`config.mk`:
```
export PLATFORM = sky130hd
export DESIGN_NAME = serial_subtractor
export DESIGN_NICKNAME = d
export VERILOG_FILES = /design/src/rtl/serial_subtractor.sv
export SDC_FILE = /design/constraint.sdc
export NUM_CORES = 1
export LEC_CHECK = 0
export CORE_MARGIN = 4
export CORE_UTILIZATION = 45
export DETAILED_ROUTE_END_ITERATION = 8
export PLACE_DENSITY = 0.71
export SLEW_MARGIN = 20
export SYNTH_ARGS = -nofsm -noshare
export SYNTH_HDL_FRONTEND = slang
export SYNTH_SLANG_ARGS = --single-unit
```
`constraint.sdc`:
```
create_clock -name clk -period 3.2 [get_ports clk]
set_input_delay 0.32 -clock clk [delete_from_list [all_inputs] [get_ports clk]]
set_output_delay 0.32 -clock clk [all_outputs]
set_load 0.005 [all_outputs]
```
`src/rtl/serial_subtractor.sv`:
```
// serial_subtractor
//   Bit-serial unsigned subtractor: diff = a - b (mod 2^WIDTH), one bit per
//   clock, LSB first, through a single full-subtractor cell and a borrow flop.
//
// Parameters
//   WIDTH      operand/result width, 2..32 (default 8)
//
// Ports
//   clk        rising-edge clock
//   rst        asynchronous active-high reset
//   start      request, accepted only in IDLE or DONE
//   a, b       minuend / subtrahend, captured on the accepting edge only
//   busy       high while shifting (exactly WIDTH cycles per operation)
//   done       one-cycle pulse; result registers were updated on the previous edge
//   diff       (a - b) mod 2^WIDTH of the last completed operation
//   borrow     1 iff a < b (unsigned) for the last completed operation
//   ovf        signed overflow of the last operation (only with SERIAL_SUBTRACTOR_OVF_EN)
//   state_dbg  current FSM state (0 = IDLE, 1 = SHIFT, 2 = DONE)
//
// Handshake: start is a level sampled on each rising edge. It is accepted
// only when the FSM is in IDLE or DONE; a start seen during SHIFT is dropped
// (never queued) and a/b are not sampled. done rises for exactly one cycle
// after the last bit is processed, and diff/borrow/ovf are valid from that
// cycle until the next completion.
//
// Optional feature macro: SERIAL_SUBTRACTOR_OVF_EN adds the ovf port/register.

module serial_subtractor #(
  parameter int WIDTH = 8
) (
  input  logic             clk,
  input  logic             rst,
  input  logic             start,
  input  logic [WIDTH-1:0] a,
  input  logic [WIDTH-1:0] b,
  output logic             busy,
  output logic             done,
  output logic [WIDTH-1:0] diff,
  output logic             borrow,
`ifdef SERIAL_SUBTRACTOR_OVF_EN
  output logic             ovf,
`endif
  output logic [1:0]       state_dbg
);

  localparam int CW = $clog2(WIDTH);
  localparam logic [CW-1:0] LAST = CW'(WIDTH - 1);
  localparam logic [CW-1:0] ONE  = CW'(1);

  typedef enum logic [1:0] {
    S_IDLE  = 2'd0,
    S_SHIFT = 2'd1,
    S_DONE  = 2'd2
  } state_t;

  state_t state, state_nxt;

  logic [WIDTH-1:0] a_sr, b_sr, p_sr;
  logic             br;
  logic [CW-1:0]    cnt;

  logic a0, b0, d, br_next;
  logic load, last;

  // Full-subtractor cell on the current LSBs.
  assign a0      = a_sr[0];
  assign b0      = b_sr[0];
  assign d       = a0 ^ b0 ^ br;
  assign br_next = (~a0 & b0) | (~(a0 ^ b0) & br);

  assign load = start && ((state == S_IDLE) || (state == S_DONE));
  assign last = (state == S_SHIFT) && (cnt == LAST);

  // State register
  always_ff @(posedge clk or posedge rst) begin
    if (rst) state <= S_IDLE;
    else     state <= state_nxt;
  end

  // Next-state logic
  always_comb begin
    state_nxt = state;
    case (state)
      S_IDLE:  if (start) state_nxt = S_SHIFT;
      S_SHIFT: if (last)  state_nxt = S_DONE;
      S_DONE:  state_nxt = start ? S_SHIFT : S_IDLE;
      default: state_nxt = S_IDLE;
    endcase
  end

  assign busy      = (state == S_SHIFT);
  assign done      = (state == S_DONE);
  assign state_dbg = state;

  // Datapath: operand shift registers, partial difference, borrow, counter,
  // and the result registers that only move on the completion edge.
  always_ff @(posedge clk or posedge rst) begin
    if (rst) begin
      a_sr   <= '0;
      b_sr   <= '0;
      p_sr   <= '0;
      br     <= 1'b0;
      cnt    <= '0;
      diff   <= '0;
      borrow <= 1'b0;
`ifdef SERIAL_SUBTRACTOR_OVF_EN
      ovf    <= 1'b0;
`endif
    end else if (load) begin
      a_sr <= a;
      b_sr <= b;
      p_sr <= '0;
      br   <= 1'b0;
      cnt  <= '0;
    end else if (state == S_SHIFT) begin
      a_sr <= a_sr >> 1;
      b_sr <= b_sr >> 1;
      // New bit enters at the MSB; after WIDTH shifts bit 0 sits at the LSB.
      p_sr <= {d, p_sr[WIDTH-1:1]};
      br   <= br_next;
      // Hold at terminal count so the counter never wraps mid-operation.
      cnt  <= last ? cnt : cnt + ONE;
      if (last) begin
        diff   <= {d, p_sr[WIDTH-1:1]};
        borrow <= br_next;
`ifdef SERIAL_SUBTRACTOR_OVF_EN
        // Signed overflow: borrow into the MSB differs from borrow out of it.
        ovf    <= br ^ br_next;
`endif
      end
    end
  end

endmodule

```
==> flow_metrics.tcl <==
set metrics [dict create \
    status "finished clean" \
    first_iter_violations 47 \
    crit_required_ns 2.88 \
    synth_fa_ha_area_share_pct 2.671 \
    grt-ovfl-total 0 \
    cts_buffers 5 \
    max_freq_mhz 423.5 \
    syn_avg_cell_area_um2 12.13 \
    tightest_slew_ns 0.5163 \
    p_total_w 0.001923 \
    synth-simple-area-share_pct 4.748 \
    syn_nets 161 \
    grt_antenna_before_repair 0 \
    track_usage_pct 13.37 \
    critPathBufInv 2 \
    max-cap-violations 0 \
    synth_xor_area_share_pct 0.5193 \
    grt_start_max_net_pins 39 \
    mostFrequentLayoutCells "dfrtp_1, clkdlybuf4s50_1, inv_1" \
    period_share_pct 73.78 \
    tns_ns 0 \
    clkPwrFrac_pct 17.0 \
    fin_ws_ns 0.8389 \
    synthCells 139 \
    ys_seq_area_share_pct 56.38 \
    num_rows 21 \
    start_kind "flop" \
    cts_sinks 38 \
    synthDistinctLibCells 25 \
    synth_area_leader_cell "dfrtp_1" \
    slew_violations 0 \
    area_growth_pct 25.22 \
    drive_gt1_share_pct 15.61 \
    internal-power_w 0.001310 \
    critical_path.max_stage_delay_ns 0.66 \
    synth_compound_area_share_pct 17.58 \
    clkLatencyLatePin_ns 0.28 \
    htreeDepth 2 \
    die_w_um 69.22 \
    dieArea_um2 4791 \
    final_util_pct 60.89 \
    post-cts-setup-buffer-count 0 \
    gp_congestion 0.7147 \
    crit_family "flip-flops" \
    crit_path_max_fanout 14 \
    die_h_um 69.22 \
    crit_type "flop to output pin" \
    portBuffers 31 \
    ys_ff_latch 38 \
    grt_pass1_wl_um 5140 \
    drc 0 \
    postRouteAntennaNets 0 \
    synth_top_family_by_area "compound AO/OA/AOI/OAI gates" \
    netlist.area_leader.share_pct 56.38 \
    root_buffer "clkbuf_8" \
    pre_cts_ws_ns 1.177 \
    nFillCells 305 \
    diodes 0 \
    rsz0062_at_grt "false" \
    dr.pass1.iters 4 \
    netlist_area_um2 1687 \
    clk_pin_slew_worst_paths_ns 0.07 \
    hold_buffers 0 \
    comb_power_share_pct 39.5 \
    peakVddDrop_v 0.0004133 \
    power_switching_w 0.0006132 \
    start_util_pct 48.63 \
    vias 1121 \
    power_density_nw_per_um2 910.5 \
    final_common_cell "dfrtp_1" \
    post-dp-hpwl_um 2078 \
    hold_violations 0 \
    wl_per_cell_um 13.27 \
    hold_ws_ns 0.4475 \
    crit_path_end_kind "output pin" \
    seqPwrFrac_pct 43.5 \
    setup_viol 0 \
    min_path_type "input pin to asynchronous set/reset pin" \
    cp_cell_sequence "nand2b_1, inv_1, clkdlybuf4s50_1" \
    synthTopCellsByArea "dfrtp_1, mux2_2, a22o_1" \
    fin_nets 194 \
    grt_pass1_vias 1167 \
    arrival_ns 2.04 \
    cts_tree "built" \
    io_pins 32 \
    finalClockSkew_ns 0.002632 \
    clockBufferDepth 2 \
    cts_resized 0 \
    min_period_ns 2.361 \
    relSlewSlack_pct 65.58 \
    drt_wl_total_um 2907 \
    crit_path_top_delay_cell "dfrtp_1" \
    p_leak_nw 0.9716 \
    core_area_um2 3468 \
    synthMuxAreaShare_pct 11.20 \
    ys.warnings.count 0 \
    viasPerCell 5.119 \
    swShare_pct 31.89 \
]
metal layers:
| layer | GRT usage [%] | part of all wire (%) |
|---|---|---|
| met1 | 16.31 | 46 |
| met2 | 21.40 | 47 |
| met5 | 0 | 0 |
| met4 | 5.206 | 1.9 |
| met3 | 5.072 | 5.6 |
Yosys cell counts:
library cell	n
mux2i_1	2
mux2_1	1
a211oi_1	2
dfrtp_1	38
nor2b_1	4
clkbuf_1	1
fa_1	1
a21o_4	1
o2bb2ai_1	1
o21ai_0	1
buf_6	2
ha_1	2
a21oi_1	15
buf_2	3
nand3b_4	1
mux2_2	14
nor2_2	1
nand2b_1	2
a22o_1	11
buf_4	1
or2_4	1
o22ai_1	13
inv_1	18
xnor2_1	1
nand2_1	2
cell type report:
type                       instances  area (µm²)  share of cell area, %
inverter                          18       67.56                  3.199
tap                               46       57.56                  2.725
sequential                        38       950.9                  45.02
clock inverter                     1       5.005                 0.2370
multi-input combinational         76       619.3                  29.32
clock buffer                       7       86.33                  4.088
timing repair buffer              33       325.3                  15.40
stage by stage:
| step | cells | cell area [µm²] |
|---|---|---|
| 2_1_floorplan | 139 | 1687 |
| 3_3_place_gp | 211 | 2021 |
| 3_5_place_dp | 211 | 2021 |
| 4_1_cts | 219 | 2112 |
| 5_1_grt | 219 | 2112 |
| 6_report | 219 | 2112 |
kinds of logic (layout without fill, tap and decap cells):
| family | count (synthesis) | in the layout |
|---|---|---|
| simple gates | 11 | 11 |
| buf+inv | 25 | 59 |
| fa+ha+maj | 3 | 3 |
| compound gates | 44 | 44 |
| mux | 17 | 17 |
| flops | 38 | 38 |
| xor+xnor | 1 | 1 |
tightest hold or removal path: cells and delay by family:
kind     cells  cell delay [ns]
buf+inv      3             0.85
final timing paths:
| check | startpoint | endpoint | slack [ns] | cells after the start |
|---|---|---|---|---|
| max in group asynchronous | rst | diff[1] | 2.43 | 3 |
| min in group clk | br | br | 0.49 | 1 |
| worst max register to register | cnt[0] | cnt[1] | 1.49 | 5 |
| worst min register to register | br | br | 0.49 | 1 |
| worst min-delay path | rst | borrow | 0.45 | 3 |
| worst max-delay path | state_dbg[1] | busy | 0.84 | 3 |
flip-flops by register name (all words and copies together) (netlist names):
register and count:
diff 8, state_dbg 2, b_sr 8, borrow 1
br 1, p_sr 7, a_sr 8, cnt 3
power groups by stage:
| stage | clock, W | combinational [W] | sequential (W) |
|---|---|---|---|
| floorplan | 0 | 0.000553 | 0.000808 |
| global placement | 0 | 0.000741 | 0.000833 |
| detailed placement | 0 | 0.000767 | 0.000846 |
| CTS | 0.000340 | 0.000771 | 0.000839 |
| global route | 0.000359 | 0.000859 | 0.000864 |
| finish | 0.000328 | 0.000759 | 0.000836 |
Note: power is estimated with default switching activity, not from simulation.
